### src/rtl/capture_seq_ctrl.sv
// -----------------------------------------------------------------------------
// capture_seq_ctrl
//
// Read sequencer for a multi-channel capture memory. A start (from IDLE) or a
// re-read request (from DONE) launches one pass. A pass waits a configurable
// gap, then reads every word of every channel in ascending address order. The
// words are framed into packets of L words, and a configurable idle time is
// inserted between packets. The pass configuration is latched when the
// request is accepted, so the config inputs may change freely during a pass.
//
// Parameters
//   DEPTH   words per channel (multiple of 1728)
//   CH_NUM  number of capture channels (>= 1)
//   ADDR_W  read address width (2^ADDR_W >= DEPTH)
//   CNT_W   pass counter width
//
// Ports
//   clk, rstn          single clock, asynchronous active-low reset
//   capture_start      start request, honoured in IDLE and DONE
//   capture_again      re-read request, honoured in DONE only
//   pkt_data_length    packet length code, L = 216 << code
//   pktctrl_gap        pre-read gap G (GAP lasts G+1 cycles)
//   pkt_idle_length    inter-packet idle I (0 = back-to-back packets)
//   rd_en/rd_addr/rd_ch  memory read strobe, word address, channel select
//   pkt_sop/pkt_eop    first / last word of the current packet
//   curr_sta           FSM state code
//   busy               pass in progress (GAP, READ or PKT_IDLE)
//   rd_done            one-cycle pulse when the pass completes
//   pass_cnt           completed passes, saturating
//
// Every output is either a flop or a decode of flops only. No input reaches
// an output without passing through a register.
// -----------------------------------------------------------------------------
module capture_seq_ctrl #(
  parameter  int DEPTH  = 3456,
  parameter  int CH_NUM = 2,
  parameter  int ADDR_W = 12,
  parameter  int CNT_W  = 4,
  localparam int CH_W   = (CH_NUM > 1) ? $clog2(CH_NUM) : 1
) (
  input  logic              clk,
  input  logic              rstn,
  input  logic              capture_start,
  input  logic              capture_again,
  input  logic [1:0]        pkt_data_length,
  input  logic [7:0]        pktctrl_gap,
  input  logic [7:0]        pkt_idle_length,
  output logic              rd_en,
  output logic [ADDR_W-1:0] rd_addr,
  output logic [CH_W-1:0]   rd_ch,
  output logic              pkt_sop,
  output logic              pkt_eop,
  output logic [2:0]        curr_sta,
  output logic              busy,
  output logic              rd_done,
  output logic [CNT_W-1:0]  pass_cnt
);

  typedef enum logic [2:0] {
    S_IDLE     = 3'd0,
    S_GAP      = 3'd1,
    S_READ     = 3'd2,
    S_PKT_IDLE = 3'd3,
    S_DONE     = 3'd4
  } state_t;

  // Largest packet is 1728 words, so an 11-bit word index is enough.
  localparam int WIDX_W = 11;

  localparam logic [ADDR_W-1:0] LAST_ADDR = ADDR_W'(DEPTH - 1);
  localparam logic [CH_W-1:0]   LAST_CH   = CH_W'(CH_NUM - 1);

  // ---------------------------------------------------------------------------
  // State and datapath registers
  // ---------------------------------------------------------------------------
  state_t              state,    state_d;
  logic [WIDX_W-1:0]   word_idx, word_idx_d;   // word index inside the packet
  logic [7:0]          gap_cnt,  gap_cnt_d;    // GAP cycles still to go after this one
  logic [7:0]          idle_cnt, idle_cnt_d;   // PKT_IDLE cycles still to go after this one
  logic [1:0]          len_q,    len_q_d;      // latched packet length code
  logic [7:0]          idle_q,   idle_q_d;     // latched inter-packet idle length
  logic [ADDR_W-1:0]   rd_addr_d;
  logic [CH_W-1:0]     rd_ch_d;
  logic                rd_done_d;
  logic [CNT_W-1:0]    pass_cnt_d;

  // ---------------------------------------------------------------------------
  // Derived terms
  // ---------------------------------------------------------------------------
  logic [WIDX_W-1:0] pkt_last;    // index of the eop word, L-1
  logic              last_word;
  logic              last_addr;
  logic              last_ch;
  logic              accept;

  assign pkt_last  = (WIDX_W'(216) << len_q) - WIDX_W'(1);
  assign last_word = (word_idx == pkt_last);
  assign last_addr = (rd_addr == LAST_ADDR);
  assign last_ch   = (rd_ch == LAST_CH);

  // Requests are only looked at in IDLE and DONE. Anything arriving while busy
  // is dropped, and the latched configuration stays untouched.
  assign accept = ((state == S_IDLE) && capture_start) ||
                  ((state == S_DONE) && (capture_start || capture_again));

  // ---------------------------------------------------------------------------
  // Next-state and datapath logic
  // ---------------------------------------------------------------------------
  always_comb begin
    // NOTE: every signal written here gets its hold value first, so no path
    // through the case statement can leave one unassigned and infer a latch.
    state_d    = state;
    word_idx_d = word_idx;
    gap_cnt_d  = gap_cnt;
    idle_cnt_d = idle_cnt;
    len_q_d    = len_q;
    idle_q_d   = idle_q;
    rd_addr_d  = rd_addr;
    rd_ch_d    = rd_ch;
    rd_done_d  = 1'b0;
    pass_cnt_d = pass_cnt;

    unique case (state)
      S_IDLE, S_DONE: begin
        // Both states leave only through 'accept', handled below.
      end

      S_GAP: begin
        if (gap_cnt == 8'd0) begin
          state_d = S_READ;
        end else begin
          gap_cnt_d = gap_cnt - 8'd1;
        end
      end

      S_READ: begin
        if (last_word) begin
          word_idx_d = '0;
          if (last_addr && last_ch) begin
            // Final word of the final channel: the pass ends here.
            state_d    = S_DONE;
            rd_done_d  = 1'b1;
            pass_cnt_d = (pass_cnt == '1) ? pass_cnt : pass_cnt + CNT_W'(1);
          end else begin
            if (last_addr) begin
              rd_ch_d   = rd_ch + CH_W'(1);
              rd_addr_d = '0;
            end else begin
              rd_addr_d = rd_addr + ADDR_W'(1);
            end
            // A zero idle length chains straight into the next packet. A
            // non-zero one spends exactly idle_q cycles in PKT_IDLE, counting
            // down to zero.
            if (idle_q == 8'd0) begin
              state_d = S_READ;
            end else begin
              state_d    = S_PKT_IDLE;
              idle_cnt_d = idle_q - 8'd1;
            end
          end
        end else begin
          word_idx_d = word_idx + WIDX_W'(1);
          rd_addr_d  = rd_addr + ADDR_W'(1);
        end
      end

      S_PKT_IDLE: begin
        if (idle_cnt == 8'd0) begin
          state_d = S_READ;
        end else begin
          idle_cnt_d = idle_cnt - 8'd1;
        end
      end

      default: state_d = S_IDLE;
    endcase

    if (accept) begin
      state_d    = S_GAP;
      word_idx_d = '0;
      rd_addr_d  = '0;
      rd_ch_d    = '0;
      len_q_d    = pkt_data_length;
      gap_cnt_d  = pktctrl_gap;
      idle_q_d   = pkt_idle_length;
    end
  end

  // ---------------------------------------------------------------------------
  // Registers
  // ---------------------------------------------------------------------------
  always_ff @(posedge clk or negedge rstn) begin
    if (!rstn) begin
      state    <= S_IDLE;
      word_idx <= '0;
      gap_cnt  <= '0;
      idle_cnt <= '0;
      len_q    <= '0;
      idle_q   <= '0;
      rd_addr  <= '0;
      rd_ch    <= '0;
      rd_done  <= 1'b0;
      pass_cnt <= '0;
    end else begin
      // NOTE: non-blocking assignments, so every register here samples the
      // pre-edge values and the update order inside the block cannot matter.
      state    <= state_d;
      word_idx <= word_idx_d;
      gap_cnt  <= gap_cnt_d;
      idle_cnt <= idle_cnt_d;
      len_q    <= len_q_d;
      idle_q   <= idle_q_d;
      rd_addr  <= rd_addr_d;
      rd_ch    <= rd_ch_d;
      rd_done  <= rd_done_d;
      pass_cnt <= pass_cnt_d;
    end
  end

  // ---------------------------------------------------------------------------
  // Output decode (registers only, so outputs still change only on clk/rstn)
  // ---------------------------------------------------------------------------
  assign curr_sta = state;
  assign rd_en    = (state == S_READ);
  assign pkt_sop  = (state == S_READ) && (word_idx == '0);
  assign pkt_eop  = (state == S_READ) && last_word;
  assign busy     = (state == S_GAP) || (state == S_READ) || (state == S_PKT_IDLE);

endmodule

### config.mk
export PLATFORM = sky130hd
export DESIGN_NAME = capture_seq_ctrl
export DESIGN_NICKNAME = d
export VERILOG_FILES = /design/src/rtl/capture_seq_ctrl.sv
export SDC_FILE = /design/constraint.sdc
export NUM_CORES = 1
export LEC_CHECK = 0
export BUFFER_PORTS_ARGS = -buffer_cell sky130_fd_sc_hd__buf_2
export CELL_PAD_IN_SITES_DETAIL_PLACEMENT = 1
export CELL_PAD_IN_SITES_GLOBAL_PLACEMENT = 2
export CORE_MARGIN = 1.5
export CORE_UTILIZATION = 35
export CTS_CLUSTER_DIAMETER = 60
export CTS_CLUSTER_SIZE = 24
export DETAILED_ROUTE_END_ITERATION = 6
export GPL_TIMING_DRIVEN = 0
export PLACE_DENSITY_LB_ADDON = 0.1
export SYNTH_ARGS = -nofsm -noshare
export SYNTH_HDL_FRONTEND = slang
export SYNTH_SLANG_ARGS = --single-unit
### constraint.sdc
create_clock -name clk -period 6.8 [get_ports clk]
set_clock_uncertainty 0.05 [all_clocks]
set_input_delay 0 -clock clk [delete_from_list [all_inputs] [get_ports clk]]
set_output_delay 0 -clock clk [all_outputs]
set_load 0.1 [all_outputs]
-- After elaboration in Yosys (flattened, before gate mapping)
Cells that the tools add are included.
- order comparisons: 0
- shifts and indexed selects: 1
- add/subtract/negate cells: 8
- mux-type cells: 31
- bitwise logic cells: 1
- $mul: 0
- reduce and logical (&&, ||, !) cells: 26
- divide/modulo/power cells: 0
- eq/ne operators: 18
- operators with widths (kind ; count):
    12-bit 2-to-1 mux ; 5
    8-bit 2-to-1 mux ; 7
    11-bit 2-to-1 mux ; 3
    8-bit logical NOT ; 3
    8-bit by 1-bit subtractor with 8-bit output (second input constant) ; 3
    8-bit one-hot mux with 2 select lines ; 1
    3-bit 2-to-1 mux ; 5
    12-bit by 1-bit adder with 12-bit output (second input constant) ; 1
    12-bit == test (second input constant) ; 1
    2-bit inequality test (second input constant) ; 6
    3-bit one-hot mux with 4 select lines ; 1
    4-bit AND reduction ; 3
    11-bit by 1-bit adder with 11-bit output (second input constant) ; 1
    11-bit == test ; 1
    11-bit logical NOT ; 1
    8-bit by 2-bit << shifter with 11-bit output (first input constant) ; 1
    11-bit by 2-bit subtractor with 11-bit output (second input constant) ; 1
    2-bit nonzero test ; 5
    1-bit 2-to-1 mux ; 9
    3-bit inequality test (second input constant) ; 3
    3-bit by 2-bit == test with 1-bit output (second input constant) ; 2
    1-bit logical AND ; 5
    5-bit AND reduction ; 1
    4-bit by 1-bit adder with 4-bit output (second input constant) ; 1
    11 further kinds ; 15
- logic and storage cells: 95
- memories: 0
- memory bits (read-only): 0
- bits in latches: 0
- bits of input ports: 22
- output and inout bits: 25
- memory bits (writable): 0
- register bits: 58

-- Longest topological paths before layout
- depth after elaboration: 6
- mapped depth: 11
- gate-level depth less buffers: 9

-- Worst setup path before layout
Ideal clock, no wire load.
- kind: reg2out
- start: register state[1] (netlist: curr_sta[1])
- end: output port pkt_sop
- setup slack: 2.704 ns
- data required time: 6.750 ns
- stages on the path, launching flop included: 6
- arrival: 4.046 ns
- path buffers: 3
- path through: dfrtp_1 > buf_2 > or3b_1 > clkbuf_1 > clkbuf_1 > nor3_1
- cells in the longest elaborated chain, start to end: 2
- RTL lines (item ; RTL line ; RTL):
    start, declared ; 76 ; state_t state, state_d;
    start signal, assigned ; 207 ; state <= state_d;
    3-bit by 2-bit == test with 1-bit output ; 225 ; assign pkt_sop = (state == S_READ) && (word_idx == '0);
    1-bit logical AND ; 225 ;
    end, declared ; 51 ; output logic pkt_sop,
No other way between the ends.

-- Final worst setup path
- start: register state[0] (netlist: curr_sta[0])
- end: register idle_cnt[6]
- cells in the longest elaborated chain, start to end: 3
- elaborated cells on any way between the ends: 9
- classes of those cells: eq/ne (6); mux (1); reduce/logical (2)
- RTL lines (item ; RTL line ; RTL):
    3-bit by 2-bit == test with 1-bit output ; 123 ; unique case (state)
    2-bit inequality test (no line) (tied with other cells) ; -- ;
    5-bit AND reduction (no line) ; -- ;
    end signal, assigned ; 210 ; idle_cnt <= idle_cnt_d;
    end, declared ; 79 ; logic [7:0] idle_cnt, idle_cnt_d;
Several ways; a longest one is shown, not always the timed one.
A chain may end at the register's enable or synchronous reset.

==> results.toml <==
[timing]
fin_crit_sh = 0.444
fmax_mhz = 331
setup_tns_ns = 0
hold_violations = 0
tightestPinTransition_ns = 0.981
finalSetupViolations = 0
rsz0062_at_grt = "no"
slew_headroom = 0.342
period_minus_slack_ns = 3.02
drv_slew = 0
worst_hold_slack_ns = 0.226

[global_routing]
antenna_found_initial = 0
first_global_vias = 3164
grt_overflow = 0
grt_max_degree = 59
grt_pass1_wl_um = 16100
grt_usage = 0.199

[hold_path]
worst_hold_path_type = "primary input to async pin"

[layout]
multi_input_area_um2 = 1880
syn_to_final_growth_pct = 22.3
num-fill-cells = 1175
drive_above_1_share = 0.178
stdcell_count = 598
regArea_um2 = 1450
stdcell_area_um2 = 4250
antenna-diode-count = 0
final_nets = 496

[yosys]
yosys-top-cells-count = "58 x dfrtp_1, 51 x nand2_1, 31 x nor2_1, 27 x o21ai_0, 21 x a21oi_1"
synth.most_common_cell = "dfrtp_1"
postSynthCellCount = 385
ys_seq_elements = 58
synth.avg_cell_area_um2 = 9.03
synth_top_area_share = 0.417
ys_top_cells_by_area = "dfrtp_1 42%, nand2_1 5.5%, ha_1 4.7%"
synth_nets = 420
synth_top_area_cell = "dfrtp_1"
synth_cell_type_count = 64
syn-cell-area_um2 = 3480
yosys_warnings = 0
ys_seq_area_frac = 0.417
async_reset_ff_frac = 1.00
synthFlopType = "dfrtp_1"
synth_edf_count = 0

[cts]
cts_setup_buffers = 0
clk_pin_slew_ns = 0.07
cts_buffers = 9
cts-root-buf = "clkbuf_8"
htree_levels = 3
ctsHoldBuffers = 19
insertion_delay_ns = 0.35
cts_sinks = 58
cts_tree = "done"
ctsResizeCount = 0
cts_buffer_depth = 2

[routing]
detailedRoute.firstIterationViolations = 48
drcViolationCount = 0
vias = 3119
vias_per_cell = 5.22
wl_um = 9660
wire_per_inst_um = 16.1
postRouteAntennaNets = 0
first_pass_iters = 4

[power_and_ir_drop]
leakagePower_uw = 0.00188
power.total_uw = 1950
power.density_nw_per_um2 = 459
vdd_drop_max_uv = 224

[placed_design]
io_buffers = 46
place.gp.congestion = 0.733
place_inst = 564
dpl.hpwl_um = 6780
dpl-instance-area_um2 = 3880

[worst_setup_path]
ff2ff_setup_slack_ns = 3.78
r2r_start = "curr_sta[0]$_DFFE_PN0P_"
start_kind = "register"
cp.arrival_ns = 3.26
crit_type = "register to register"
cp-end-kind = "register"
critPathMaxFanout = 10
rr_worst_depth = 10
timing.rr.end = "idle_cnt[6]$_DFFE_PN0P_"
cp.required_ns = 7.04

[floorplan]
io_pins = 47
core_um2 = 9680
initial_core_util = 0.359
placementRows = 36
dieHeight_um = 103
fp.dieArea_um2 = 10500
die_x_um = 103

[flow_run]
max_cap_violations = 0

[run_status]
outcome = "complete, no violations"
## placed cells by master, fill, tap and decap left out, drive strengths merged, types with 4 or more instances in the layout
cell type / synthesis / final
or4: 6 / 6
inv: 20 / 20
xor2: 8 / 8
nand3: 12 / 12
o31ai: 5 / 5
or3: 7 / 7
mux2i: 4 / 4
a211o: 4 / 4
and3: 10 / 10
nor4: 8 / 8
o21ai: 32 / 32
nor3b: 4 / 4
nor3: 7 / 7
xnor2: 13 / 13
nand4: 9 / 9
dfrtp: 58 / 58
buf: 5 / 51
nand2: 51 / 51
dlygate4sd3: 0 / 19
ha: 13 / 13
nor2: 32 / 32
clkbuf: 9 / 21
a21oi: 22 / 22
## per-stage QoR
stage          utilization  setup WS [ns]
2_1_floorplan            -           2.70
3_3_place_gp         0.400           3.82
3_5_place_dp         0.400           3.81
4_1_cts              0.439           3.79
5_1_grt              0.439           3.46
6_report             0.439           3.78
## worst max-delay path by stage
stage | from | end | slack [ns] | cells past startpoint
2_1_floorplan | curr_sta[1]$_DFFE_PN0P_ | pkt_sop | 2.70 | 5
3_3_place_gp | curr_sta[0]$_DFFE_PN0P_ | idle_cnt[6]$_DFFE_PN0P_ | 3.82 | 10
3_5_place_dp | curr_sta[0]$_DFFE_PN0P_ | idle_cnt[6]$_DFFE_PN0P_ | 3.81 | 10
4_1_cts | len_q[1]$_DFFE_PN0N_ | pkt_eop | 3.79 | 7
5_1_grt | curr_sta[1]$_DFFE_PN0P_ | idle_cnt[6]$_DFFE_PN0P_ | 3.46 | 11
6_report | curr_sta[0]$_DFFE_PN0P_ | idle_cnt[6]$_DFFE_PN0P_ | 3.78 | 10
## cell families (layout without fill, tap and decap cells)
group           after synthesis  count (layout)  share of synthesized area
buf+inv                      34             114                     0.0421
mux                           7               7                     0.0212
flops                        58              58                      0.417
xor+xnor                     21              21                     0.0529
fa+ha+maj                    13              13                     0.0468
simple gates                165             165                      0.250
compound gates               87              87                      0.169
## worst max-delay path, stage by stage, from the launching register on
cell	delay (ns)
dfrtp_1	0.34
clkbuf_1	0.29
nor3b_1	0.61
clkbuf_1	0.43
mux2i_1	0.25
ha_1	0.30
nand2_1	0.10
xnor2_1	0.22
nor2_1	0.07
a41oi_1	0.17
o22a_1	0.16
## report_power, final
group / internal (uW) / switching (uW)
sequential: 486 / 181
clock: 176 / 143
combinational: 303 / 663
## cell type report
cell class | instances | area share
Inverter | 20 | 0.0177
Clock buffer | 12 | 0.0341
Tap cell | 133 | 0.0391
Clock inverter | 3 | 0.00942
Buffer | 14 | 0.0168
Sequential cell | 58 | 0.341
Multi-Input combinational cell | 293 | 0.442
Timing Repair Buffer | 65 | 0.0995
## flip-flops by register name, indices dropped and copies added (netlist names)
register  flops
pass_cnt      4
rd_done       1
rd_ch         1
len_q         2
curr_sta      3
gap_cnt       8
rd_addr      12
idle_q        8
idle_cnt      8
word_idx     11
## routing by layer
metal	GRT usage	routed length [um]	vias up
met5	0	0	-
met4	0.0664	108	0
met3	0.0393	229	9
met2	0.301	4380	35
met1	0.283	4930	1543
li1	-	-	1532
(Power assumes the default switching activity.)
